### src/rtl/pwm_step_sequencer.sv
// ---------------------------------------------------------------------------
// pwm_step_sequencer
//
// Plays a programmable table of PWM duty values. Each table entry ("step") is
// held for STEP_PERIODS PWM periods. A new duty value is only ever applied on
// the edge where the period counter wraps to 0, so the downstream PWM
// generator never sees a duty change in the middle of a period.
//
// Parameters
//   PWM_INTERVAL : clocks per PWM period
//   STEPS        : number of entries in the pattern table
//   STEP_PERIODS : PWM periods each step is held for
//   LOOP         : 1 = wrap to step 0 after the last step, 0 = stop there
//
// Ports
//   clk          : single clock, all logic on its rising edge
//   rst          : synchronous active-high reset
//   run          : level, 1 = play the pattern, 0 = stop at next period end
//   wr_en        : pattern write strobe (accepted in every state)
//   wr_addr      : pattern write index (out-of-range indices are dropped)
//   wr_data      : duty value to write
//   duty         : compare value for the PWM generator (high clocks/period)
//   period_start : high on every cycle where the period counter is 0
//   step         : index of the step currently applied
//   step_strobe  : one-cycle pulse when a newly loaded duty takes effect
//   busy         : high while arming or playing
//   done         : one-cycle pulse when a non-looping pattern completes
// ---------------------------------------------------------------------------
module pwm_step_sequencer #(
    parameter int PWM_INTERVAL = 1200,
    parameter int STEPS        = 8,
    parameter int STEP_PERIODS = 48,
    parameter int LOOP         = 1,
    localparam int DW = $clog2(PWM_INTERVAL + 1),
    localparam int SW = (STEPS > 1) ? $clog2(STEPS) : 1
) (
    input  logic          clk,
    input  logic          rst,
    input  logic          run,
    input  logic          wr_en,
    input  logic [SW-1:0] wr_addr,
    input  logic [DW-1:0] wr_data,
    output logic [DW-1:0] duty,
    output logic          period_start,
    output logic [SW-1:0] step,
    output logic          step_strobe,
    output logic          busy,
    output logic          done
);

    localparam int PW = (STEP_PERIODS > 1) ? $clog2(STEP_PERIODS) : 1;

    localparam logic [DW-1:0] CNT_LAST  = DW'(PWM_INTERVAL - 1);
    localparam logic [DW-1:0] DUTY_MAX  = DW'(PWM_INTERVAL);
    localparam logic [PW-1:0] PCNT_LAST = PW'(STEP_PERIODS - 1);
    localparam logic [SW-1:0] STEP_LAST = SW'(STEPS - 1);

    typedef enum logic [1:0] {
        S_IDLE,
        S_ARM,
        S_PLAY
    } state_t;

    state_t        state_q;
    logic [DW-1:0] cnt_q;
    logic [DW-1:0] cnt_d;
    logic [DW-1:0] pattern_q [STEPS];
    logic [DW-1:0] duty_q;
    logic [SW-1:0] step_q;
    logic [SW-1:0] step_inc;
    logic [PW-1:0] pcnt_q;
    logic          strobe_q;
    logic          done_q;
    logic          boundary;
    logic          wr_ok;

    // A table entry may exceed one full period; clamp to 100 % duty.
    function automatic logic [DW-1:0] sat_duty(input logic [DW-1:0] v);
        return (v > DUTY_MAX) ? DUTY_MAX : v;
    endfunction

    always_comb begin
        boundary = (cnt_q == CNT_LAST);
        cnt_d    = boundary ? '0 : cnt_q + 1'b1;
        // Widened compare so non-power-of-two STEPS still rejects the
        // unused upper indices.
        wr_ok    = ({1'b0, wr_addr} < (SW + 1)'(STEPS));
        step_inc = (step_q == STEP_LAST) ? '0 : step_q + 1'b1;
    end

    // All loads happen on the boundary edge so they first apply at counter 0.
    // Table reads use the pre-edge contents, so a write racing a load of the
    // same entry delivers the old value.
    always_ff @(posedge clk) begin
        if (rst) begin
            state_q  <= S_IDLE;
            cnt_q    <= '0;
            duty_q   <= '0;
            step_q   <= '0;
            pcnt_q   <= '0;
            strobe_q <= 1'b0;
            done_q   <= 1'b0;
            for (int i = 0; i < STEPS; i++) begin
                pattern_q[i] <= '0;
            end
        end else begin
            cnt_q    <= cnt_d;
            strobe_q <= 1'b0;
            done_q   <= 1'b0;

            if (wr_en && wr_ok) begin
                pattern_q[wr_addr] <= wr_data;
            end

            case (state_q)
                S_IDLE: begin
                    if (run) begin
                        state_q <= S_ARM;
                    end
                end

                S_ARM: begin
                    if (!run) begin
                        state_q <= S_IDLE;
                    end else if (boundary) begin
                        duty_q   <= sat_duty(pattern_q[0]);
                        step_q   <= '0;
                        pcnt_q   <= '0;
                        strobe_q <= 1'b1;
                        state_q  <= S_PLAY;
                    end
                end

                S_PLAY: begin
                    if (boundary) begin
                        if (!run) begin
                            // Stop wins over a pending advance; step is kept.
                            duty_q  <= '0;
                            state_q <= S_IDLE;
                        end else if (pcnt_q == PCNT_LAST) begin
                            pcnt_q <= '0;
                            if ((step_q == STEP_LAST) && (LOOP == 0)) begin
                                duty_q  <= '0;
                                done_q  <= 1'b1;
                                state_q <= S_IDLE;
                            end else begin
                                step_q   <= step_inc;
                                duty_q   <= sat_duty(pattern_q[step_inc]);
                                strobe_q <= 1'b1;
                            end
                        end else begin
                            pcnt_q <= pcnt_q + 1'b1;
                        end
                    end
                end

                default: begin
                    state_q <= S_IDLE;
                end
            endcase
        end
    end

    assign duty         = duty_q;
    assign step         = step_q;
    assign step_strobe  = strobe_q;
    assign done         = done_q;
    assign period_start = (cnt_q == '0);
    assign busy         = (state_q != S_IDLE);

endmodule
### config.mk
export PLATFORM = sky130hd
export DESIGN_NAME = pwm_step_sequencer
export DESIGN_NICKNAME = d
export VERILOG_FILES = /design/src/rtl/pwm_step_sequencer.sv
export SDC_FILE = /design/constraint.sdc
export NUM_CORES = 1
export LEC_CHECK = 0
export ABC_CLOCK_PERIOD_IN_PS = 6000
export CAP_MARGIN = 25
export CORE_MARGIN = 5
export CORE_UTILIZATION = 40
export DETAILED_ROUTE_END_ITERATION = 16
export PLACE_DENSITY = 0.65
export SLEW_MARGIN = 20
export SYNTH_ARGS = -nofsm -noshare
export SYNTH_HDL_FRONTEND = slang
export SYNTH_SLANG_ARGS = --single-unit
### constraint.sdc
create_clock -name clk -period 6 [get_ports clk]
set_input_delay 0.6 -clock clk [delete_from_list [all_inputs] [get_ports clk]]
set_output_delay 0.6 -clock clk [all_outputs]
set_load 0.01 [all_outputs]
==> results by group <==
Die
  • Rows: 44
  • Die height: approximately 130 um
  • Initial Util: 40.6%
  • Die W: 131 um
  • Core Area: between 10000 and 15000 um^2
  • Io pins: 36
  • Die area: about 17000 um^2

Timing
  • Normalized max-slew margin: 42.6%
  • Period utilization: 65.7%
  • Fin. Hold Viols: 0
  • Worst slew pin tran: roughly 0.86 ns
  • RSZ-0062 raised after global routing: no
  • Final setup margin: around 2.1 ns
  • Max Fclk: between 200 and 300 MHz
  • Clk_skew: between 0.008 and 0.009 ns
  • Slew Limit Fails: 0
  • Post-layout minimum cycle time: 3.94 ns
  • Final setup TNS: 0 ns
  • Setup-failing EPs final: 0
  • Hold Slack: 0.448 ns

GRT
  • M2 GR Usage: 24.9%
  • First-pass GRT wire length: 21600 um
  • Vias in the first global route: 3959
  • Met1 Resource Use GR: 20.9%
  • GRT met3 Usage: 4.36%
  • Largest net degree at the start of global routing: 34
  • Initial antenna violation count: 0
  • GR peak layer: met2
  • GRT overflow: 0
  • GRT Resource Usage Total: 15.8%

Synthesis
  • Post-synth top area share: 44.9%
  • Register area share after synthesis: 56.5%
  • Asr flop ratio synth: 0%
  • Ranking of synthesized cells by area: edfxtp_1, dfxtp_1, and2_1
  • Post-Syn Instances: 513
  • Syn Area/Cell: 11.5 um^2
  • EDFF count, synth: approximately 90
  • Post-synth cell types: 47
  • Top FF cell, synth: edfxtp_1
  • Yosys warning count: 0
  • Cell Area, Synth: 5880 um^2
  • Synth Register Bits: approximately 120
  • Post-Syn Nets: 540
  • Area leader, netlist: edfxtp_1

Clock network
  • H-Tree Level Count: 4
  • Clock Root Buffer: clkbuf_16
  • CTS tree: done
  • CTS max path bufs: 2
  • Post-CTS setup buffer count: 0
  • CTS sink cnt: 122
  • Total CTS buffers: 17
  • Resized Gates After CTS: 0
  • Worst-Skew Late Latency: 0.42 ns
  • Hold Buf Count CTS: 0
  • Reg clk slew, reported paths: 0.06 ns

Drt
  • WL final: 13300 um
  • Initial drt markers: 253
  • Avg WL per Cell: 18.0 um
  • DR DRC count: 0
  • Via density: 5.39
  • ANT nets after route: 0
  • Via count: 4001
  • Drt pass-1 iters: 5

Worst setup path
  • R2R depth: 8
  • Delay-heaviest family, CP: simple AND/OR/NAND/NOR gates
  • Crit path capture type: flop
  • Cell count along the critical path: 8
  • Worst setup path endpoint: duty[6]$_SDFFE_PP0P_
  • Worst path cell trace: ha_1 > ha_1 > nor2_4 > a211oi_1 > or4_1 > or4_4 > o211ai_1 > a211oi_1
  • Worst Path Arrival: approximately 4.2 ns
  • End of the worst register-to-register path: duty[6]$_SDFFE_PP0P_
  • Slowest CP cell: nor2_4
  • CP bufs+invs: 0
  • R2R Setup Slk: 2.06 ns
  • Crit-path max FO: 33
  • Crit Path Category: reg -> reg
  • Setup crit start: step[0]$_SDFFE_PP0P_
  • Crit path required time: between 6 and 7 ns
  • Slowest stage delay, CP: around 0.76 ns
  • FF-to-FF Start: step[0]$_SDFFE_PP0P_
  • Critical path launch point type: flop

Outcome
  • Status: completed

Placement
  • Number of port buffers: 34
  • RePlAce Congestion: 0.970
  • Pre-CTS setup slack: between 2 and 2.5 ns
  • Final HPWL DP: 9360 um

Min path
  • Worst min-delay path category: reg -> reg

Pwr
  • Worst vdd ir: 0.194 mV
  • Leak: about 0.0025 uW
  • Total power draw: 2110 uW
  • Power per cell area: 303 nW/um^2

Final layout
  • # fillers: about 1300
  • Synthesis-to-finish area growth: 18.6%
  • Antenna diodes: 0
  • Fin util: about half
  • Fraction of layout cells with a size suffix above 1: 10.0%
  • Final nets: ~570

Job
  • Max-Cap Viols: 0
worst min-delay path by stage:
stage	start	end	slack (ns)	cells past startpoint
floorplan	cnt_q[0]$_SDFF_PP0_	cnt_q[0]$_SDFF_PP0_	0.44	1
CTS	duty[10]$_SDFFE_PP0P_	duty[10]$_SDFFE_PP0P_	0.45	2
global route	duty[10]$_SDFFE_PP0P_	duty[10]$_SDFFE_PP0P_	0.49	2
finish	duty[10]$_SDFFE_PP0P_	duty[10]$_SDFFE_PP0P_	0.45	2
global placement	duty[10]$_SDFFE_PP0P_	duty[10]$_SDFFE_PP0P_	0.45	2
detailed placement	duty[10]$_SDFFE_PP0P_	duty[10]$_SDFFE_PP0P_	0.45	2
per-layer routing:
layer	vias up	wire length (um)
met4	0	249
met2	108	6290
met3	19	651
met1	1943	6150
li1	1931	-
met5	-	0
final cells by class:
class | instances | area [um^2] | share of cell area, %
Sequential cell | 122 | 3320 | 47.7
Multi-Input combinational cell | 353 | 2390 | 34.3
Clock buffer | 17 | 425 | 6.10
Timing Repair Buffer | 40 | 385 | 5.53
Tap cell | 184 | 230 | 3.30
Clock inverter | 14 | 173 | 2.48
Inverter | 12 | 45.0 | 0.646
logic make-up (layout without fill, tap and decap cells):
logic type / count (synthesis) / count (layout) / share of synthesized area, %
AO/OA/AOI/OAI: 94 / 94 / 10.6
XOR/XNOR: 13 / 13 / 1.94
adder cells (fa/ha/maj): 9 / 9 / 1.92
buffers and inverters: 38 / 83 / 2.83
flip-flops: 122 / 122 / 56.5
multiplexers: 12 / 12 / 4.85
other: 1 / 1 / 0.0638
AND/OR/NAND/NOR: 224 / 224 / 21.3
cell usage after synthesis (all sizes together), types with 6 or more instances:
| cell | number |
|---|---|
| and2 | 90 |
| edfxtp | 88 |
| nor2 | 37 |
| dfxtp | 34 |
| nand2 | 29 |
| a211oi | 27 |
| a21oi | 21 |
| o21a | 20 |
| clkbuf | 16 |
| nand3 | 14 |
| o21ai | 13 |
| inv | 12 |
| mux4 | 12 |
| buf | 10 |
| xor2 | 10 |
| ha | 9 |
| or2 | 9 |
| nand2b | 8 |
| or4 | 7 |
| nand4 | 6 |
| nor3 | 6 |
power breakdown:
part / internal (uW) / leakage (uW) / switching [uW]
Clock: 652 / 0.000279 / 386
Combinational: 45.0 / 0.00107 / 62.0
Sequential: 946 / 0.00112 / 21.7
metrics by stage:
| stage | area [um^2] | instances |
|---|---|---|
| final | 6970 | 742 |
| after global routing | 6970 | 742 |
| after CTS | 6970 | 742 |
| after detailed placement | 6370 | 711 |
| after global placement | 6370 | 711 |
| after floorplan | 5880 | 513 |
worst register-to-register path, delay by kind of cell (launching register included):
kind | cells | cell delay [ns]
fa+ha+maj | 2 | 0.78
simple gates | 3 | 1.98
compound gates | 3 | 0.49
flops | 1 | 0.56
cell usage in the layout, fill, tap and decap left out, types with 5 or more instances in the layout:
cell             Yosys  routed
nor2b_1              5       5
or2_2                8       8
nand2b_1             8       8
xor2_1              10      10
and2_1              90      90
edfxtp_1            88      88
dfxtp_1             34      34
buf_4                2       6
nand4_1              6       6
clkbuf_16            0      17
a211oi_1            27      27
or4_1                5       5
nand3_1             14      14
o21ai_0             13      13
clkdlybuf4s50_1      0      34
o21a_1              20      20
nand2_1             29      29
ha_1                 9       9
nor2_1              36      36
mux4_2               8       8
nor3_1               6       6
a21oi_1             21      21
inv_1               12      12
flip-flops by register name, summed over array words and instances, names as in the netlist:
signal / count
state_q: 2
pcnt_q: 6
pattern_q: 88
duty: 11
step: 3
step_strobe: 1
cnt_q: 11
(Power assumes the default switching activity.)
